<file path="src/rtl/fifo_pkg.sv">
// rtl/fifo_pkg.sv - shared constants and types for the FIFO read-side controller
package fifo_pkg;

    localparam int DEF_FIFO_WIDTH = 16;
    localparam int DEF_CNT_WIDTH  = 16;
    localparam int BUF_DEPTH      = 3;

    typedef enum logic {RUN, FLUSH} rd_state_e;

    function automatic logic [1:0] ptr_inc(input logic [1:0] p);
        return (p == 2'(BUF_DEPTH - 1)) ? 2'd0 : p + 2'd1;
    endfunction

endpackage

</file>
<file path="src/rtl/fifo_rd_buf.sv">
// rtl/fifo_rd_buf.sv - 3-entry circular output buffer with push, pop and clear
module fifo_rd_buf
    import fifo_pkg::*;
#(
    parameter int W = DEF_FIFO_WIDTH
) (
    input  logic         clk_i,
    input  logic         rst_i,
    input  logic         push_i,
    input  logic [W-1:0] push_data_i,
    input  logic         pop_i,
    input  logic         clear_i,
    output logic [1:0]   occ_o,
    output logic [W-1:0] head_o
);

    logic [W-1:0] mem_q [BUF_DEPTH];
    logic [1:0]   wr_ptr_q, wr_ptr_d;
    logic [1:0]   rd_ptr_q, rd_ptr_d;
    logic [1:0]   occ_q, occ_d;

    always_comb begin
        wr_ptr_d = wr_ptr_q;
        rd_ptr_d = rd_ptr_q;
        occ_d    = occ_q;
        if (clear_i) begin
            wr_ptr_d = 2'd0;
            rd_ptr_d = 2'd0;
            occ_d    = 2'd0;
        end else begin
            if (push_i) wr_ptr_d = ptr_inc(wr_ptr_q);
            if (pop_i)  rd_ptr_d = ptr_inc(rd_ptr_q);
            occ_d = occ_q + {1'b0, push_i} - {1'b0, pop_i};
        end
    end

    always_ff @(posedge clk_i or posedge rst_i) begin
        if (rst_i) begin
            wr_ptr_q <= 2'd0;
            rd_ptr_q <= 2'd0;
            occ_q    <= 2'd0;
        end else begin
            wr_ptr_q <= wr_ptr_d;
            rd_ptr_q <= rd_ptr_d;
            occ_q    <= occ_d;
        end
    end

    always_ff @(posedge clk_i) begin
        if (push_i && !clear_i) mem_q[wr_ptr_q] <= push_data_i;
    end

    // Head reads as zero when empty so m_data is defined after reset
    assign head_o = (occ_q != 2'd0) ? mem_q[rd_ptr_q] : '0;
    assign occ_o  = occ_q;

endmodule

</file>
<file path="src/rtl/fifo_rd_ctrl.sv">
// rtl/fifo_rd_ctrl.sv - FIFO drain controller; FIFO_RD_CTRL_STATS_EN enables rd/drop counters
module fifo_rd_ctrl
    import fifo_pkg::*;
#(
    parameter int FIFO_WIDTH = DEF_FIFO_WIDTH,
    parameter int CNT_WIDTH  = DEF_CNT_WIDTH
) (
    input  logic                  clk_i,
    input  logic                  rst_i,
    input  logic [FIFO_WIDTH-1:0] data_out_i,
    input  logic                  empty_i,
    input  logic                  underflow_i,
    output logic                  rd_en_o,
    output logic [FIFO_WIDTH-1:0] m_data_o,
    output logic                  m_valid_o,
    input  logic                  m_ready_i,
    input  logic                  flush_i,
    output logic                  flush_busy_o,
    output logic [CNT_WIDTH-1:0]  rd_count_o,
    output logic [CNT_WIDTH-1:0]  drop_count_o
);

    rd_state_e  state_q;
    logic       inflight_q;
    logic       flush_busy_q;
    logic [1:0] occ;
    logic       rd_en;
    logic       pop;
    logic       push;
    logic       flushing;

    assign flushing = (state_q == RUN) && flush_i;

    // Issue depends only on registered state, empty and flush, never on m_ready
    always_comb begin
        rd_en = 1'b0;
        if (state_q == RUN)
            rd_en = !flush_i && !empty_i
                    && (({1'b0, occ} + {2'b0, inflight_q}) < 3'(BUF_DEPTH));
        else
            rd_en = !empty_i && !inflight_q;
    end

    assign rd_en_o   = rd_en && !rst_i;
    assign m_valid_o = (state_q == RUN) && (occ != 2'd0);
    assign pop       = m_valid_o && m_ready_i;
    assign push      = inflight_q && !underflow_i && (state_q == RUN) && !flush_i;

    fifo_rd_buf #(.W(FIFO_WIDTH)) u_buf (
        .clk_i       (clk_i),
        .rst_i       (rst_i),
        .push_i      (push),
        .push_data_i (data_out_i),
        .pop_i       (pop),
        .clear_i     (flushing),
        .occ_o       (occ),
        .head_o      (m_data_o)
    );

    always_ff @(posedge clk_i or posedge rst_i) begin
        if (rst_i) begin
            state_q      <= RUN;
            inflight_q   <= 1'b0;
            flush_busy_q <= 1'b0;
        end else begin
            inflight_q <= rd_en;
            case (state_q)
                RUN: if (flush_i) begin
                    state_q      <= FLUSH;
                    flush_busy_q <= 1'b1;
                end
                FLUSH: if (empty_i && !inflight_q) begin
                    state_q      <= RUN;
                    flush_busy_q <= 1'b0;
                end
                default: begin
                    state_q      <= RUN;
                    flush_busy_q <= 1'b0;
                end
            endcase
        end
    end

    assign flush_busy_o = flush_busy_q;

`ifdef FIFO_RD_CTRL_STATS_EN
    logic [CNT_WIDTH-1:0] rd_count_q, rd_count_d;
    logic [CNT_WIDTH-1:0] drop_count_q, drop_count_d;
    logic [2:0]           drop_inc;
    logic [CNT_WIDTH:0]   drop_sum;

    // On flush entry every buffered word not popped this cycle plus the in-flight word is lost
    always_comb begin
        if (flushing)
            drop_inc = {1'b0, occ} - {2'b0, pop} + {2'b0, inflight_q};
        else
            drop_inc = {2'b0, inflight_q && ((state_q == FLUSH) || underflow_i)};
        drop_sum     = {1'b0, drop_count_q} + (CNT_WIDTH+1)'(drop_inc);
        drop_count_d = drop_sum[CNT_WIDTH] ? '1 : drop_sum[CNT_WIDTH-1:0];
        rd_count_d   = (pop && (rd_count_q != '1)) ? rd_count_q + 1'b1 : rd_count_q;
    end

    always_ff @(posedge clk_i or posedge rst_i) begin
        if (rst_i) begin
            rd_count_q   <= '0;
            drop_count_q <= '0;
        end else begin
            rd_count_q   <= rd_count_d;
            drop_count_q <= drop_count_d;
        end
    end

    assign rd_count_o   = rd_count_q;
    assign drop_count_o = drop_count_q;
`else
    assign rd_count_o   = '0;
    assign drop_count_o = '0;
`endif

endmodule

</file>
<file path="config.mk">
export PLATFORM = sky130hd
export DESIGN_NAME = fifo_rd_ctrl
export DESIGN_NICKNAME = d
export VERILOG_FILES = /design/src/rtl/fifo_pkg.sv /design/src/rtl/fifo_rd_buf.sv /design/src/rtl/fifo_rd_ctrl.sv
export SDC_FILE = /design/constraint.sdc
export NUM_CORES = 1
export LEC_CHECK = 0
export ABC_AREA = 1
export CELL_PAD_IN_SITES_DETAIL_PLACEMENT = 0
export CELL_PAD_IN_SITES_GLOBAL_PLACEMENT = 2
export CORE_ASPECT_RATIO = 1.4
export CORE_UTILIZATION = 31
export CTS_CLUSTER_DIAMETER = 80
export DETAILED_ROUTE_END_ITERATION = 8
export HOLD_SLACK_MARGIN = 0.1
export PLACE_DENSITY_LB_ADDON = 0.1
export SLEW_MARGIN = 40
export SYNTH_ARGS = -nofsm -noshare
export SYNTH_HDL_FRONTEND = slang
export SYNTH_HIERARCHICAL = 1
export SYNTH_SLANG_ARGS = --single-unit
export TNS_END_PERCENT = 5
</file>
<file path="constraint.sdc">
create_clock -name clk_i -period 3.15 [get_ports clk_i]
set_input_delay 0.7875 -clock clk_i [delete_from_list [all_inputs] [get_ports clk_i]]
set_output_delay 0.7875 -clock clk_i [all_outputs]
set_load 0.03 [all_outputs]
</file>
# Word level (Yosys, flattened, before mapping)
# Memory sizes are Yosys's and may differ from the RTL's.
# Cells that the tools add are included.
# word_totals
latch_bits	0
elab_cells	57
mem_count	1
rom_bits	0
regBits	9
ramBits	48
input_bits	22
output_inout_bits	51
# mem_list
memory	words	word_bits	rd	rd_clocked_by_memory_dff	wr	line	text
u_buf.mem_q	3	16	1	0	1	fifo_rd_buf.sv:17	logic [W-1:0] mem_q [BUF_DEPTH];
# classes
reduce_logical	22
n_mul	0
n_shift	0
order_cmp	1
addsub	5
eq_ne	4
mux	17
n_div	0
bitwise	1
# op_table
op	count
$mux 16	1
$mux 2	7
$logic_and 1x1->1	12
$mux 1	7
$logic_not 1->1	6
$reduce_bool 2->1	3
$add 2x1->2 const B	2
$eq 2x2->1 const B	2
$pmux 1 s2	2
$add 2x1->3	1
$lt 3x2->1 const B	1
$add 2x1->2	1
$ne 2x1->1 const B	1
$ne 2x2->1 const B	1
$reduce_and 2->1	1
$sub 2x1->2	1
$not 1->1	1

# Logic depth before layout (Yosys ltp)
# Gate-level depths: netlist (run 1).
# logic_depth
ltp_word	7
depth_mapped	8
ltp_nobuf	8

# By module
# The synthesis (run 1) kept the hierarchy.
# by_module_without_submodules
mod	cells_per_inst	n_inst	seq_area_each_um2	area_per_inst_um2
fifo_rd_buf	193	1	1591.5	2394.8
fifo_rd_ctrl	60	1	75.1	479.2

# Worst setup path after synthesis (run 1)
# Ideal clock, no wire load.
# synth_path
path_kind	input to register
from	input port underflow_i
to	memory u_buf/mem_q[2][0] (netlist name), enable pin
cell_stages	3
n_path_buf	0
arrival_time_ns	2.369
setup_ns	0.409
setup_slack_ns	0.372
required_ns	2.741
cell_sequence	nor4_4 > nand2_1 > nor3_1
# synth_via
elab_chain_cells	7
# synth_lines
element	line	text
start, declared	fifo_rd_ctrl.sv:12	input logic underflow_i,
$logic_not 1->1	fifo_rd_ctrl.sv:47	assign push = inflight_q && !underflow_i && (state_q == RUN) && !flush_i;
$logic_and 1x1->1 (3 in series)	fifo_rd_ctrl.sv:47	
$logic_and 1x1->1	fifo_rd_buf.sv:50	if (push_i && !clear_i) mem_q[wr_ptr_q] <= push_data_i;
$mux 1	fifo_rd_buf.sv:50	
$mux 1 (not written as such)	fifo_rd_buf.sv:50	
end, declared	fifo_rd_buf.sv:17	
# No other way between the ends.

# Final worst setup path (run 1)
# layout_path
from	register u_buf.rd_ptr_q[1]
to	output port m_data_o[9]
# layout_via
elab_chain_cells	2
# layout_lines
element	line	text
start, declared	fifo_rd_buf.sv:19	logic [1:0] rd_ptr_q, rd_ptr_d;
start signal, assigned	fifo_rd_buf.sv:44	rd_ptr_q <= rd_ptr_d;
$mem_v2 3x16	--	
$mux 16	fifo_rd_buf.sv:54	assign head_o = (occ_q != 2'd0) ? mem_q[rd_ptr_q] : '0;
end, declared	fifo_rd_ctrl.sv:14	output logic [FIFO_WIDTH-1:0] m_data_o,
# No other way between the ends.

==> results.cfg, run 1 <==
[synthesis]
synth_top_area_share_pct = 50.2
synth_seq_cells = 57
ys_warn_count = 6
synth_cells = 253
synthTopCellsByArea = edfxtp_1 (50%), buf_4 (8.6%), dfrtp_1 (7.8%), nand2_1 (6.7%), nand3_2 (5.9%)
yosysUniqueCellTypes = 29
synth.largest_area_cell = edfxtp_1
synth.avg_cell_area_um2 = 11.4
ys_seq_area_share_pct = 58.0
synthesis.area_um2 = 2870

[clocking]
holdBufCountCts = 0
cts_buffer_depth = 2
clk_pin_slew_ns = 0.05
root_buffer = clkbuf_16
clock-sinks = 57
cts_made_buffers = 9
cts_tree = done
post-cts-setup-buffer-count = 0
htree_levels = 3
clock_latency_ns = 0.32
cts_resized = 0

[global_routing]
grt_overflow_total = 0
grt_usage_pct = 12.6
antenna_found_initial = 0
grt_max_degree = 19
grt_pass1_vias = 1680
grt.met2_usage_pct = 21.7
use_met3_pct = 3.99
grt_pass1_wl_um = 8700
busiest_layer = met2
grtUsageMet1_pct = 13.6

[hold_path]
min-delay-start = flush_busy_o
holdPathStages = 2
hold_path_class = reg -> reg
min_to = flush_busy_o

[sta]
rsz0062_at_grt = no
drv_slew = 0
finClkSkew_ns = 0.00474
fin_setup_tns_ns = 0
setup_viol = 0
period_share_pct = 95.1
min_period_ns = 2.99
finalHoldViolations = 0
max_freq_mhz = 334

[run]
cap_viol_max_count = 0

[die]
initial_core_util_pct = 31.8
dieWidth_um = 83.4
dieArea_um2 = 9670
die_height_um = 116
core_um2 = 9030
std_cell_rows = 41
io_pins = 73

[detailed_routing]
drc = 0
drt-vias-per-instance = 4.23
vias = 1753
post_drt_wl_per_cell_um = 13.1
first_pass_iters = 4
detail-route-antenna-nets = 0
first_iter_violations = 84
routed_wl_um = 5410

[placement]
place.port_buffers = 40
place_hpwl_um = 3630
place_congestion = 0.692
place_inst = 398

[power]
peakVddDrop_mv = 0.419
power_density_nw_per_um2 = 831
p_leak_nw = 1.51
p_total_mw = 2.90

[setup_path]
critical_path.startpoint_type = register
cp.depth = 6
path_cells = nor2_8 > nand2_1 > nand3_1 > nand2_1 > inv_1 > clkdlybuf4s50_1
cp-end-kind = primary output
r2r_cells = 5
worst_path_max_delay_cell = clkdlybuf4s50_1
rrSetupSlack_ns = 1.31
path_buf_inv = 2
cp.required_ns = 2.36
critPathArrivalTime_ns = 2.21
regToRegEndpoint = u_buf/mem_q[1][2]
crit_fanout = 17
critical_path_class = reg -> out
slowest_delay_ns = 0.67
cpMostUsedCell = nand2_1
r2r-start = state_q
critPathTopFamily = buffers and inverters

[final_layout]
final_layout_size_suffix_gt1_share_pct = 17.6
syn_to_final_growth_pct = 21.7
nets = 328
diodes = 0
fin_cells = 414

[status]
status = completed
-- placed cells by master (no fill, tap or decap), drive strengths merged --
| cell type | netlist | routed |
|---|---|---|
| nand2 | 62 | 62 |
| edfxtp | 48 | 48 |
| clkdlybuf4s50 | 0 | 39 |
| nand3 | 35 | 35 |
| conb | 1 | 32 |
| inv | 32 | 32 |
| clkbuf | 1 | 15 |
| nor2 | 10 | 10 |
| dfrtp | 9 | 9 |
| buf | 39 | 8 |
| ha | 4 | 4 |
| o22ai | 2 | 2 |
| a21oi | 2 | 2 |
| o21ai | 1 | 1 |
| nor3b | 1 | 1 |
| nor4 | 1 | 1 |
| o21a | 1 | 1 |
| clkinv | 0 | 1 |
| nand3b | 1 | 1 |
| nor3 | 1 | 1 |
| nand4 | 1 | 1 |
| o31ai | 1 | 1 |
-- sequential cells by signal (all words and copies together) (netlist names) --
name and flops:
u_buf/mem_q 48, u_buf/occ_o 2, u_buf/rd_ptr_q 2, u_buf/wr_ptr_q 2, flush_busy_o 1, inflight_q 1, state_q 1
-- metal layers --
layer	wire [µm]	vias up
met5	0	-
met2	2880	53
met1	2150	823
li1	-	865
met4	127	0
met3	250	12
-- synth_stat cells (all sizes together) --
cell type  instances
edfxtp            48
nand4              1
nand3b             1
nor4               1
nor3b              1
nand2             62
o21ai              1
ha                 4
clkbuf             1
conb               1
o21a               1
dfrtp              9
nor2              10
buf               39
nor3               1
a21oi              2
inv               32
nand3             35
o31ai              1
o22ai              2
-- cell families after synthesis --
kind of cell	after synthesis	synth area share, %
AOI/OAI and AO/OA	7	2.05
adders and majority gates	4	1.74
buffers and inverters	72	16.4
DFF	57	58.0
other	1	0.130
and+or+nand+nor	112	21.7
-- power by group --
| part | internal, mW | switching (mW) |
|---|---|---|
| clock network | 0.550 | 0.288 |
| registers | 0.865 | 0.0593 |
| logic | 0.415 | 0.728 |
-- worst min-delay path: cells and delay by family (launching register included) --
kind | cells | cell delay (ns)
flip-flops | 1 | 0.34
AO/OA/AOI/OAI | 1 | 0.07
AND/OR/NAND/NOR | 1 | 0.05
-- worst max path at each step --
| stage | start | end |
|---|---|---|
| 2_1_floorplan | underflow_i | u_buf/mem_q[2][0] |
| 3_5_place_dp | u_buf/rd_ptr_q[1] | m_data_o[9] |
| 5_1_grt | u_buf/rd_ptr_q[1] | m_data_o[10] |
| 4_1_cts | u_buf/rd_ptr_q[1] | m_data_o[9] |
| 3_3_place_gp | flush_i | u_buf/mem_q[1][7] |
| 6_report | u_buf/rd_ptr_q[1] | m_data_o[9] |
-- through the flow --
stage / setup slack, ns / util, % / hold slack (ns) / area (µm²)
finish: 0.155 / 38.7 / 0.507 / 3500
global route: 0.00227 / 38.7 / 0.540 / 3500
CTS: 0.0848 / 38.7 / 0.513 / 3500
detailed placement: 0.437 / 35.8 / 0.498 / 3230
global placement: 0.452 / 35.8 / 0.487 / 3230
floorplan: 0.372 / - / 0.526 / 2990
-- area by class of cell --
cell class                 count  area (µm²)
tap                          107         134
sequential                    57        1670
timing repair buffer          47         450
fill                         917        5530
inverter                      32         125
clock inverter                 1        5.00
multi-input combinational    155         858
clock buffer                  15         258
No activity file was read; power rests on OpenSTA's default activity.
==> inputs of run 2 (changes only) <==
- CELL_PAD_IN_SITES_DETAIL_PLACEMENT: 0 -> default
- CELL_PAD_IN_SITES_GLOBAL_PLACEMENT: 2 -> default
- CORE_UTILIZATION: 31 -> 49
- PLACE_DENSITY: default -> 0.8
- PLACE_DENSITY_LB_ADDON: 0.1 -> default
==> results.cfg, run 2 (synthesis results as in run 1) <==
[global_routing]
grt_overflow_total = 0
grt_usage_pct = 18.6
grt_pass1_vias = 1744
grt_pass1_wl_um = 8010
grt_max_degree = 19
antenna_found_initial = 0

[sta]
finClkSkew_ns = 0.00974
setup_viol = 0
finalWorstSetupSlack_ns = 0.152
fin_setup_tns_ns = 0
finalHoldViolations = 0
rsz0062_at_grt = no
period_share_pct = 95.2
min_period_ns = 3.00
max_freq_mhz = 334
drv_slew = 0

[detailed_routing]
vias = 1805
drc = 0
first_iter_violations = 57
routed_wl_um = 4930
first_pass_iters = 4
detail-route-antenna-nets = 0
drt-vias-per-instance = 4.76
post_drt_wl_per_cell_um = 13.0

[clocking]
cts_tree = done
holdBufCountCts = 0
cts_made_buffers = 9
clk_pin_slew_ns = 0.05
clock_latency_ns = 0.33
cts_buffer_depth = 2
root_buffer = clkbuf_8
htree_levels = 3
clock-sinks = 57

[final_layout]
final_area_um2 = 3390
nets = 333
final_layout_size_suffix_gt1_share_pct = 19.0
diodes = 0
num-fill-cells = 454
regArea_um2 = 1670
fin_cells = 379
multi_input_area_um2 = 858
layout_commonest_cell = nand2_1
largest_register_ffs = 48
regMostFlops = u_buf/mem_q
syn_to_final_growth_pct = 17.9
final_cell_mix = nand2_1 (51), edfxtp_1 (48), clkdlybuf4s50_1 (40), conb_1 (32), inv_1 (31)

[setup_path]
rrSetupSlack_ns = 1.08
critical_path_class = reg -> out
regToRegEndpoint = u_buf/mem_q[1][14]
critPathArrivalTime_ns = 2.21
crit_fanout = 3
cp-end-kind = primary output
r2r-start = state_q
critical_path.startpoint_type = register
r2r_cells = 4
cp.required_ns = 2.36

[hold_path]
min-delay-start = flush_busy_o
hold_path_class = reg -> reg
min_to = flush_busy_o
holdPathStages = 2

[placement]
place_area_um2 = 3210
place_congestion = 0.844
place.port_buffers = 40
place_hpwl_um = 3540
dpl_worst_slack_ns = 0.142
place_inst = 362

[die]
io_pins = 73
core_um2 = 5570
dieWidth_um = 66.7
initial_core_util_pct = 51.6
die_height_um = 92.6
std_cell_rows = 32
dieArea_um2 = 6180

[power]
peakVddDrop_mv = 0.394
p_total_mw = 2.64
power_density_nw_per_um2 = 778
p_leak_nw = 1.48

[status]
status = completed

[run]
cap_viol_max_count = 0
## run 2: report_power, final
| part | switching [mW] | internal, mW | total [mW] | leakage [nW] |
|---|---|---|---|---|
| Sequential | 0.0788 | 0.865 | 0.944 | 0.544 |
| Combinational | 0.715 | 0.450 | 1.16 | 0.859 |
| Clock | 0.248 | 0.280 | 0.528 | 0.0745 |
| Total | 1.04 | 1.60 | 2.64 | 1.48 |
## run 2: final cells by class
cell class / instances / area share, %
clock inverter: 1 / 0.148
clock buffer: 14 / 4.21
tap: 68 / 2.51
multi-input combinational: 155 / 25.3
timing repair buffer: 52 / 14.8
sequential: 57 / 49.3
inverter: 32 / 3.69
## run 2: timing repair
item                       4_1_cts  5_1_grt
gates resized for setup          0        2
setup endpoints to repair        0        9
setup buffers                    0        2
## run 2: worst max-delay path by stage
stage,cells after the start,to,from
finish,8,rd_en_o,inflight_q
global route,8,rd_en_o,inflight_q
CTS,6,m_data_o[14],u_buf/rd_ptr_q[0]
detailed placement,7,rd_en_o,flush_i
global placement,7,rd_en_o,flush_i
floorplan,3,u_buf/mem_q[2][0],underflow_i
## run 2: worst max-delay path: stages, from the launching register on
cell and delay (ns):
dfrtp_1 0.42, ha_1 0.22, ha_1 0.27, nand2_1 0.07
nand2_1 0.05, nand2_1 0.06, nand2_2 0.06, nor2_2 0.07
clkdlybuf4s50_1 0.67
## run 2: metal layers
metal	global-route usage, %	share of wire [%]	wire length [µm]
met5	0	0	0
met4	9.40	2.0	100
met3	6.90	7.1	351
met2	32.1	54	2670
met1	19.0	37	1810
## run 2: per-stage QoR
step | utilization [%] | hold slack (ns)
after floorplan | - | 0.526
after global placement | 57.7 | 0.492
after detailed placement | 57.7 | 0.491
after CTS | 60.3 | 0.513
after global routing | 60.9 | 0.544
final | 60.9 | 0.510
==> inputs of run 3 (changes only) <==
- CAP_MARGIN: default -> 20
- GPL_TIMING_DRIVEN: default -> 0
- HOLD_SLACK_MARGIN: 0.1 -> default
==> results.cfg, run 3 (synthesis results as in run 1) <==
[sta]
min_period_ns = 2.88
finClkSkew_ns = 0.00630
finalHoldViolations = 0
setup_viol = 0
period_share_pct = 91.4
max_freq_mhz = 347
rsz0062_at_grt = no
slew_headroom_pct = 58.5
finalWorstSetupSlack_ns = 0.272
fin_setup_tns_ns = 0
drv_slew = 0
worstMarginPinSlew_ns = 0.621

[power]
power_density_nw_per_um2 = 742
p_int_mw = 1.67
p_total_mw = 2.72
combinationalPowerShare_pct = 47.9
p_leak_nw = 1.66
peakVddDrop_mv = 0.398
sw_frac_of_total_pct = 38.8
p_seq_share_pct = 32.7
clkPwrFrac_pct = 19.4
p_switching_mw = 1.06

[die]
dieWidth_um = 66.7
dieArea_um2 = 6180
std_cell_rows = 32
core_um2 = 5570
initial_core_util_pct = 51.6
die_height_um = 92.6
io_pins = 73

[setup_path]
crit_path_end = rd_en_o
crit_fanout = 4
critical_path.startpoint_type = input pin
r2r_cells = 6
critPathArrivalTime_ns = 2.09
critical_path_class = in -> out
regToRegEndpoint = u_buf/mem_q[2][8]
cp-end-kind = primary output
crit_path_start = flush_i
rrSetupSlack_ns = 0.97
r2r-start = state_q
cp.required_ns = 2.36

[final_layout]
syn_to_final_growth_pct = 27.6
layout_commonest_cell = nand2_1
diodes = 0
fin_cells = 411
regMostFlops = u_buf/mem_q
nets = 364
largest_register_ffs = 48
final_layout_size_suffix_gt1_share_pct = 25.9
final_area_um2 = 3670
final_cell_mix = nand2_1 (51), edfxtp_1 (48), clkdlybuf4s50_1 (39), buf_4 (36), conb_1 (32)

[detailed_routing]
detail-route-antenna-nets = 0
route.met2.wl_um = 2820
drt-met1-wl_um = 1860
routed_wl_um = 5140
vias = 1890
drt-vias-per-instance = 4.60
first_iter_violations = 97
dr.max_layer_used = met4
drc = 0
post_drt_wl_per_cell_um = 12.5
met3WireLength_um = 387
first_pass_iters = 4

[clocking]
clk_pin_slew_ns = 0.06
clock_latency_ns = 0.32
cts_buffer_depth = 2
root_buffer = clkbuf_8
clock-sinks = 57
cts_tree = done
cts_made_buffers = 9
post-cts-setup-buffer-count = 0
htree_levels = 3
holdBufCountCts = 0

[global_routing]
grt_pass1_wl_um = 8250
antenna_found_initial = 0
grt_max_degree = 17
grt_overflow_total = 0
grt_usage_pct = 18.6
grt_pass1_vias = 1898

[run]
cap_viol_max_count = 0

[hold_path]
holdPathStages = 2
hold_path_class = reg -> reg

[placement]
dpl_worst_slack_ns = -0.0142
place_congestion = 0.707
place.port_buffers = 40
place_hpwl_um = 3720
place_area_um2 = 3510
place_inst = 395

[status]
status = completed
[run 3: changes by cell type in the layout (fill, tap and decap cells not counted), sizes merged]
cell,change
buf,+30
dlygate4sd2,+1
clkbuf,+2
clkdlybuf4s50,-1
[run 3: area by class of cell]
| type | count | area, µm² |
|---|---|---|
| Fill cell | 435 | 1900 |
| Sequential cell | 57 | 1670 |
| Multi-Input combinational cell | 155 | 873 |
| Timing Repair Buffer | 43 | 422 |
| Buffer | 40 | 345 |
| Clock buffer | 15 | 146 |
| Inverter | 32 | 125 |
| Tap cell | 68 | 85.1 |
| Clock inverter | 1 | 3.75 |
[run 3: timing repair]
item	CTS	global route
hold endpoints to repair	0	0
gates resized for setup	1	0
setup endpoints to repair	1	0
[run 3: power by group through the flow]
| stage | registers (mW) | clock network, mW | logic [mW] |
|---|---|---|---|
| final | 0.890 | 0.528 | 1.30 |
| after global routing | 0.895 | 0.574 | 1.42 |
| after CTS | 0.891 | 0.539 | 1.31 |
| after detailed placement | 0.906 | 0 | 1.31 |
| after global placement | 0.905 | 0 | 1.28 |
| after floorplan | 0.913 | 0 | 0.904 |
[run 3: stage by stage]
stage	hold WS, ns	util (%)
after floorplan	0.526	-
after global placement	0.479	62.5
after detailed placement	0.483	63.1
after CTS	0.497	65.8
after global routing	0.547	65.9
final	0.494	65.9
[run 3: worst min-delay path by stage]
stage | startpoint | end | slack (ns)
floorplan | u_buf/wr_ptr_q[1] | u_buf/wr_ptr_q[1] | 0.53
detailed placement | flush_busy_o | flush_busy_o | 0.48
global placement | flush_busy_o | flush_busy_o | 0.48
finish | flush_busy_o | flush_busy_o | 0.49
global route | flush_busy_o | flush_busy_o | 0.55
CTS | flush_busy_o | flush_busy_o | 0.50
[run 3: worst max-delay path, cell delays in order]
cell,delay (ns)
clkdlybuf4s50_1,0.51
nor2_1,0.12
nand2_1,0.06
nand2_1,0.07
nand2_2,0.06
nor2_2,0.08
dlygate4sd2_1,0.40
[run 3: metal layers]
layer | vias to the layer above | GRT usage, %
met5 | - | 0
met4 | 0 | 9.40
met3 | 10 | 4.93
met2 | 76 | 33.5
met1 | 867 | 19.0
li1 | 937 | -
